**config.mk**
```make
export PLATFORM = sky130hd
export DESIGN_NAME = tour_cmd_sequencer_flat
export DESIGN_NICKNAME = d
export VERILOG_FILES = /design/src/rtl/tour_cmd_sequencer_if.sv /design/src/rtl/tour_cmd_sequencer.sv /design/src/flat_wrapper.sv
export SDC_FILE = /design/constraint.sdc
export NUM_CORES = 1
export LEC_CHECK = 0
export BUFFER_PORTS_ARGS = -buffer_cell sky130_fd_sc_hd__buf_2
export CORE_UTILIZATION = 45
export DETAILED_ROUTE_END_ITERATION = 10
export HOLD_SLACK_MARGIN = 0.15
export PLACE_DENSITY = 0.71
export SETUP_SLACK_MARGIN = 0.1
export SLEW_MARGIN = 30
export SYNTH_ARGS = -nofsm -noshare
export SYNTH_HDL_FRONTEND = slang
export SYNTH_SLANG_ARGS = --single-unit
```
**constraint.sdc**
```tcl
create_clock -name clk -period 5.3 [get_ports clk]
set_input_delay 1.59 -clock clk [delete_from_list [all_inputs] [get_ports clk]]
set_output_delay 1.59 -clock clk [all_outputs]
set_load 0.01 [all_outputs]
```
**src/rtl/tour_cmd_sequencer_if.sv**
```systemverilog
// Bus between the tour command sequencer and its neighbours: the solver's
// move table, the host command port, the motion channel and the response port.
interface tour_cmd_sequencer_if #(
  parameter int CMD_W = 16
);
  logic             start_tour;
  logic [7:0]       move;
  logic [4:0]       indx;
  logic [CMD_W-1:0] ext_cmd;
  logic             ext_cmd_vld;
  logic             ext_cmd_clr;
  logic [CMD_W-1:0] cmd;
  logic             cmd_vld;
  logic             cmd_ack;
  logic             tour_active;
  logic [7:0]       resp;
  logic             resp_vld;

  // Sequencer side
  modport master (
    input  start_tour, move, ext_cmd, ext_cmd_vld, cmd_ack,
    output indx, ext_cmd_clr, cmd, cmd_vld, tour_active, resp, resp_vld
  );

  // Environment side (solver, host, motion controller)
  modport slave (
    output start_tour, move, ext_cmd, ext_cmd_vld, cmd_ack,
    input  indx, ext_cmd_clr, cmd, cmd_vld, tour_active, resp, resp_vld
  );
endinterface

```
**src/rtl/tour_cmd_sequencer.sv**
```systemverilog
// Walks the solved knight's tour table, splits every knight move into a
// vertical and a horizontal motion command, and shares the single motion
// channel with host-issued commands. Completion is reported on resp.
module tour_cmd_sequencer #(
  parameter int NUM_MOVES = 24,
  parameter int CMD_W     = 16
) (
  input logic                  clk,
  input logic                  rst,
  tour_cmd_sequencer_if.master bus
);

  localparam int             IDX_W    = 5;
  localparam logic [IDX_W-1:0] LAST_IDX = IDX_W'(NUM_MOVES - 1);
  localparam logic [7:0]     RESP_OK  = 8'hA5;
  localparam logic [7:0]     RESP_BAD = 8'hEE;

  typedef enum logic [2:0] {
    ST_IDLE,
    ST_LOAD,
    ST_VERT,
    ST_HORZ,
    ST_EXT
  } state_t;

  // Leg command for one move bit: vertical legs use opcode 2 and move |dy|
  // squares north/south, horizontal legs use opcode 3 and move |dx| squares
  // east/west.
  function automatic logic [15:0] leg_cmd(input int bit_idx, input logic horiz);
    int dx;
    int dy;
    case (bit_idx)
      0:       begin dx =  1; dy =  2; end
      1:       begin dx = -1; dy =  2; end
      2:       begin dx = -2; dy =  1; end
      3:       begin dx = -2; dy = -1; end
      4:       begin dx = -1; dy = -2; end
      5:       begin dx =  1; dy = -2; end
      6:       begin dx =  2; dy = -1; end
      7:       begin dx =  2; dy =  1; end
      default: begin dx =  0; dy =  0; end
    endcase
    if (horiz) begin
      leg_cmd = {4'h3, (dx > 0) ? 8'hBF : 8'h3F, 4'((dx < 0) ? -dx : dx)};
    end else begin
      leg_cmd = {4'h2, (dy > 0) ? 8'h00 : 8'h7F, 4'((dy < 0) ? -dy : dy)};
    end
  endfunction

  state_t           state_q, state_d;
  logic [IDX_W-1:0] indx_q, indx_d;
  logic [7:0]       move_q, move_d;
  logic [CMD_W-1:0] cmd_q, cmd_d;
  logic             cmd_vld_q, cmd_vld_d;
  logic             ext_clr_q, ext_clr_d;
  logic             active_q, active_d;
  logic [7:0]       resp_q, resp_d;
  logic             resp_vld_q, resp_vld_d;

  logic [15:0] vert_terms [8];
  logic [15:0] horz_terms [8];
  logic [15:0] vert_cmd;
  logic [15:0] horz_cmd;
  logic        move_onehot;
  logic        ack_hit;

  // The vertical leg comes straight from the live table entry (issued in LOAD),
  // the horizontal leg from the latched copy so it cannot drift while VERT waits.
  generate
    for (genvar gi = 0; gi < 8; gi++) begin : g_leg
      localparam logic [15:0] VERT_LEG = leg_cmd(gi, 1'b0);
      localparam logic [15:0] HORZ_LEG = leg_cmd(gi, 1'b1);
      assign vert_terms[gi] = bus.move[gi] ? VERT_LEG : 16'h0000;
      assign horz_terms[gi] = move_q[gi]   ? HORZ_LEG : 16'h0000;
    end
  endgenerate

  // Merge the per-bit legs; a one-hot move selects exactly one term.
  always_comb begin
    vert_cmd = 16'h0000;
    horz_cmd = 16'h0000;
    for (int i = 0; i < 8; i++) begin
      vert_cmd = vert_cmd | vert_terms[i];
      horz_cmd = horz_cmd | horz_terms[i];
    end
  end

  assign move_onehot = (bus.move != 8'h00) && ((bus.move & (bus.move - 8'd1)) == 8'h00);
  // An acknowledge only counts while a command is actually on the channel.
  assign ack_hit     = bus.cmd_ack && cmd_vld_q;

  // Next-state and registered-output decode.
  always_comb begin
    state_d    = state_q;
    indx_d     = indx_q;
    move_d     = move_q;
    cmd_d      = cmd_q;
    cmd_vld_d  = cmd_vld_q;
    ext_clr_d  = 1'b0;
    active_d   = active_q;
    resp_d     = resp_q;
    resp_vld_d = 1'b0;

    case (state_q)
      ST_IDLE: begin
        if (bus.start_tour) begin
          indx_d   = '0;
          active_d = 1'b1;
          state_d  = ST_LOAD;
        end else if (bus.ext_cmd_vld) begin
          cmd_d     = bus.ext_cmd;
          cmd_vld_d = 1'b1;
          ext_clr_d = 1'b1;
          state_d   = ST_EXT;
        end
      end

      ST_LOAD: begin
        move_d = bus.move;
        if (!move_onehot) begin
          resp_d     = RESP_BAD;
          resp_vld_d = 1'b1;
          active_d   = 1'b0;
          state_d    = ST_IDLE;
        end else begin
          cmd_d     = CMD_W'(vert_cmd);
          cmd_vld_d = 1'b1;
          state_d   = ST_VERT;
        end
      end

      ST_VERT: begin
        if (ack_hit) begin
          cmd_d   = CMD_W'(horz_cmd);
          state_d = ST_HORZ;
        end
      end

      ST_HORZ: begin
        if (ack_hit) begin
          cmd_vld_d = 1'b0;
          if (indx_q == LAST_IDX) begin
            resp_d     = RESP_OK;
            resp_vld_d = 1'b1;
            active_d   = 1'b0;
            state_d    = ST_IDLE;
          end else begin
            indx_d  = indx_q + 1'b1;
            state_d = ST_LOAD;
          end
        end
      end

      ST_EXT: begin
        if (ack_hit) begin
          cmd_vld_d  = 1'b0;
          resp_d     = RESP_OK;
          resp_vld_d = 1'b1;
          state_d    = ST_IDLE;
        end
      end

      default: begin
        state_d = ST_IDLE;
      end
    endcase
  end

  // State and output registers; reset abandons any operation without a response.
  always_ff @(posedge clk or posedge rst) begin
    if (rst) begin
      state_q    <= ST_IDLE;
      indx_q     <= '0;
      move_q     <= 8'h00;
      cmd_q      <= '0;
      cmd_vld_q  <= 1'b0;
      ext_clr_q  <= 1'b0;
      active_q   <= 1'b0;
      resp_q     <= 8'h00;
      resp_vld_q <= 1'b0;
    end else begin
      state_q    <= state_d;
      indx_q     <= indx_d;
      move_q     <= move_d;
      cmd_q      <= cmd_d;
      cmd_vld_q  <= cmd_vld_d;
      ext_clr_q  <= ext_clr_d;
      active_q   <= active_d;
      resp_q     <= resp_d;
      resp_vld_q <= resp_vld_d;
    end
  end

  assign bus.indx        = indx_q;
  assign bus.cmd         = cmd_q;
  assign bus.cmd_vld     = cmd_vld_q;
  assign bus.ext_cmd_clr = ext_clr_q;
  assign bus.tour_active = active_q;
  assign bus.resp        = resp_q;
  assign bus.resp_vld    = resp_vld_q;

endmodule
```
**src/flat_wrapper.sv**
```systemverilog
// flat-port wrapper written by rule: the top's interface ports become plain ports
module tour_cmd_sequencer_flat 
#(
  parameter int NUM_MOVES = 24,
  parameter int CMD_W     = 16
)
  (clk, rst, bus_start_tour, bus_move, bus_ext_cmd, bus_ext_cmd_vld, bus_cmd_ack, bus_indx, bus_ext_cmd_clr, bus_cmd, bus_cmd_vld, bus_tour_active, bus_resp, bus_resp_vld);
  tour_cmd_sequencer_if #(.CMD_W(CMD_W)) bus_i ();
  input logic clk;
  input logic rst;
  input wire logic [$bits(bus_i.start_tour)-1:0] bus_start_tour;
  input wire logic [$bits(bus_i.move)-1:0] bus_move;
  input wire logic [$bits(bus_i.ext_cmd)-1:0] bus_ext_cmd;
  input wire logic [$bits(bus_i.ext_cmd_vld)-1:0] bus_ext_cmd_vld;
  input wire logic [$bits(bus_i.cmd_ack)-1:0] bus_cmd_ack;
  output wire logic [$bits(bus_i.indx)-1:0] bus_indx;
  output wire logic [$bits(bus_i.ext_cmd_clr)-1:0] bus_ext_cmd_clr;
  output wire logic [$bits(bus_i.cmd)-1:0] bus_cmd;
  output wire logic [$bits(bus_i.cmd_vld)-1:0] bus_cmd_vld;
  output wire logic [$bits(bus_i.tour_active)-1:0] bus_tour_active;
  output wire logic [$bits(bus_i.resp)-1:0] bus_resp;
  output wire logic [$bits(bus_i.resp_vld)-1:0] bus_resp_vld;
  assign bus_i.start_tour = bus_start_tour;
  assign bus_i.move = bus_move;
  assign bus_i.ext_cmd = bus_ext_cmd;
  assign bus_i.ext_cmd_vld = bus_ext_cmd_vld;
  assign bus_i.cmd_ack = bus_cmd_ack;
  assign bus_indx = bus_i.indx;
  assign bus_ext_cmd_clr = bus_i.ext_cmd_clr;
  assign bus_cmd = bus_i.cmd;
  assign bus_cmd_vld = bus_i.cmd_vld;
  assign bus_tour_active = bus_i.tour_active;
  assign bus_resp = bus_i.resp;
  assign bus_resp_vld = bus_i.resp_vld;
  tour_cmd_sequencer #(.NUM_MOVES(NUM_MOVES), .CMD_W(CMD_W)) u_core (.clk(clk), .rst(rst), .bus(bus_i));
endmodule
```
==> summary.txt <==
Run status
  – Status: finished, violations left
  – Failing checks: design-rule violations

GRT
  – Total Routing Usage GR: 0.195
  – Vias in the first global route: 1599
  – Antenna violations before repair: 0
  – Largest net degree at the start of global routing: 40
  – First-pass GRT wire length: 7.47 mm
  – Total grt overflow: 0

Floorplanning
  – Die area: 4970 µm²
  – CORE AREA: 4440 µm²
  – Die W: 70.5 µm
  – I/O pins: 62
  – Initial Util: 0.475
  – Rows: 24
  – Die height: 70.5 µm

Timing
  – Final Hold Violating Endpoints: 0
  – Sum Neg Setup Slack: 0 ps
  – Slew headroom: 0.430
  – Final WS setup: 2100 ps
  – Hold WS: 482 ps
  – # setup viols final: 0
  – Period utilization: 0.603
  – F_max: 313 MHz
  – Fin. max-slew vios: 0
  – Min cycle time layout: 3200 ps
  – RSZ-0062 raised after global routing: no
  – Setup clock skew after layout: 6.32 ps
  – Tightest Pin Transition: 834 ps

Synthesis
  – EDFF count, synth: 0
  – Syn Std Cell Area: 2110 µm²
  – Seq/Total Area, Yosys: 0.462
  – Synth async-reset ratio: 1.00
  – Post-synthesis cell count: 222
  – Syn. warnings: 0
  – Syn_nets: 252
  – Synth Flop Type: dfrtp_1
  – Yosys cell types: 57
  – Seq cells post-synth: 39
  – Mean Syn Cell Area: 9.51 µm²

Placement
  – Placed wire-length estimate: 3.28 mm
  – Placed Cells: 322
  – Placed instance area: 2410 µm²
  – Buffers on Ports: 60
  – GP Congestion: 0.822
  – Pre-CTS setup slack: 1790 ps

Worst setup path
  – R2r worst-path depth: 5
  – Critical Path RT: 5450 ps
  – Register-to-register setup slack: 2900 ps
  – Worst-path fanout max: 6
  – Crit. End Element: flip-flop
  – Reg-to-reg endpoint: u_core.bus.cmd[13]$_DFFE_PP0P_
  – Startpoint Class: input port
  – R2r startpoint: u_core.state_q[2]$_DFFE_PP0P_
  – Crit Path Category: input port to flip-flop
  – Worst EP arrival: 3350 ps

Final layout
  – Area grow syn2layout: 19.7%
  – Final nets: 307
  – FILL cells: 432
  – Number of antenna diodes: 0
  – Design area: 2530 µm²
  – Fin cells: 329
  – Register area: 976 µm²
  – Multi-input gate area: 1020 µm²
  – Final Util: 0.569
  – Proportion of layout cells with a drive suffix above 1: 0.307

Power and ir drop
  – Total power: 1.17 mW
  – Max VDD drop: 0.208 mV
  – Power Density: 465 nW/µm²
  – Leak: 1.25 nW

Drt
  – First-pass DRT Iterations: 8
  – DRC: 14
  – Vias per cell: 5.49
  – Via count: 1807
  – 1st-iter DRT viols: 113
  – DRT Wirelength: 4.60 mm
  – WL/cell: 14.0 µm
  – Routed Antenna Nets: 0

Hold path
  – HP Start: u_core.move_q[3]$_DFFE_PP0P_
  – Hold Path Sink: u_core.move_q[3]$_DFFE_PP0P_
  – Min-Delay Path Class: flip-flop to flip-flop
  – Hold Crit Depth: 2

Clock network
  – Clock root cell: clkbuf_8
  – CTS tree: yes
  – Worst-Skew Late Latency: 290 ps
  – CTS H-tree lvls: 2
  – CTS Buf Count: 5
  – Clock slew at reported path FFs: 80 ps
  – CTS sink cnt: 39
  – Clk buf depth: 2
  – # resized after CTS: 0
  – Hold_buf cts: 0
  – Setup bufs post-CTS: 0

Run
  – Max-Cap Viols: 0
Yosys cell counts, drive strengths merged, types with 4 or more instances:
cell    instances  share of area
clkbuf          5         0.0089
nor3            5          0.014
a21oi           8          0.019
buf             8          0.027
a22oi           7          0.039
inv            14          0.025
nor4            5          0.018
nand2b          4          0.012
nand2          46          0.082
a22o            5          0.021
mux2i           5          0.024
dfrtp          39           0.46
o21ai          10          0.024
nor2           16          0.028
how the worst max path moves through the flow:
stage / startpoint / to / slack [ps] / cells past startpoint
detailed placement: bus_move[1] / u_core.bus.cmd[4]$_DFFE_PP0P_ / 1790 / 6
global route: bus_move[1] / u_core.bus.cmd[5]$_DFFE_PP0P_ / 2020 / 6
CTS: bus_move[1] / u_core.bus.cmd[4]$_DFFE_PP0P_ / 2100 / 6
global placement: bus_move[1] / u_core.bus.cmd[8]$_DFFE_PP0P_ / 1820 / 6
finish: bus_move[1] / u_core.bus.cmd[4]$_DFFE_PP0P_ / 2100 / 6
floorplan: bus_move[1] / u_core.bus.cmd[4]$_DFFE_PP0P_ / 2060 / 5
critical path, stage by stage:
cell,delay [ps]
buf_2,130
or4_4,580
mux2i_1,140
o221a_1,270
a2111oi_4,550
a22oi_2,90
sequential cells by signal, summed over array words and instances (netlist names):
| register | cells |
|---|---|
| u_core.bus.cmd | 16 |
| u_core.bus.cmd_vld | 1 |
| u_core.bus.ext_cmd_clr | 1 |
| u_core.bus.indx | 5 |
| u_core.bus.resp | 3 |
| u_core.bus.resp_vld | 1 |
| u_core.bus.tour_active | 1 |
| u_core.move_q | 8 |
| u_core.state_q | 3 |
cell type report:
type / instances / share of cell area
clock buffers: 5 / 0.0272
clock inverters: 2 / 0.0149
repair buffers: 61 / 0.122
inverters: 14 / 0.0208
flip-flops and latches: 39 / 0.386
multi-input cells: 156 / 0.403
well taps: 52 / 0.0257
per-layer routing:
| layer | track usage | vias to the layer above | routed length, µm |
|---|---|---|---|
| li1 | - | 882 | - |
| met1 | 0.261 | 857 | 2190 |
| met2 | 0.306 | 60 | 2100 |
| met3 | 0.0390 | 8 | 259 |
| met4 | 0.0884 | 0 | 57 |
| met5 | 0 | - | 0 |
placed cells by master (no fill, tap or decap), types with 3 or more instances in the layout:
master and n:
buf_2 60, nor3_1 4, nand2b_1 4, nor4_1 4, clkbuf_8 5, inv_1 13
mux2i_1 5, nor2_1 16, o21ai_0 8, a21oi_1 8, a22o_1 5, nand2_1 46
a22oi_2 6, dfrtp_1 39, o22ai_1 3
where the power goes:
part           switching, mW  internal (mW)
sequential            0.0855          0.407
clock                  0.105          0.138
combinational          0.245          0.195
logic make-up (layout without fill, tap and decap cells):
kind of cell	count (synthesis)	count (layout)	share of synthesized area
other cells	1	1	0.00178
compound gates	51	51	0.208
mux	8	8	0.0397
xor+xnor	3	3	0.0124
fa+ha+maj	1	1	0.00592
flops	39	39	0.462
simple gates	92	92	0.209
buf+inv	27	82	0.0610
Power figures use the tool's default switching activity.
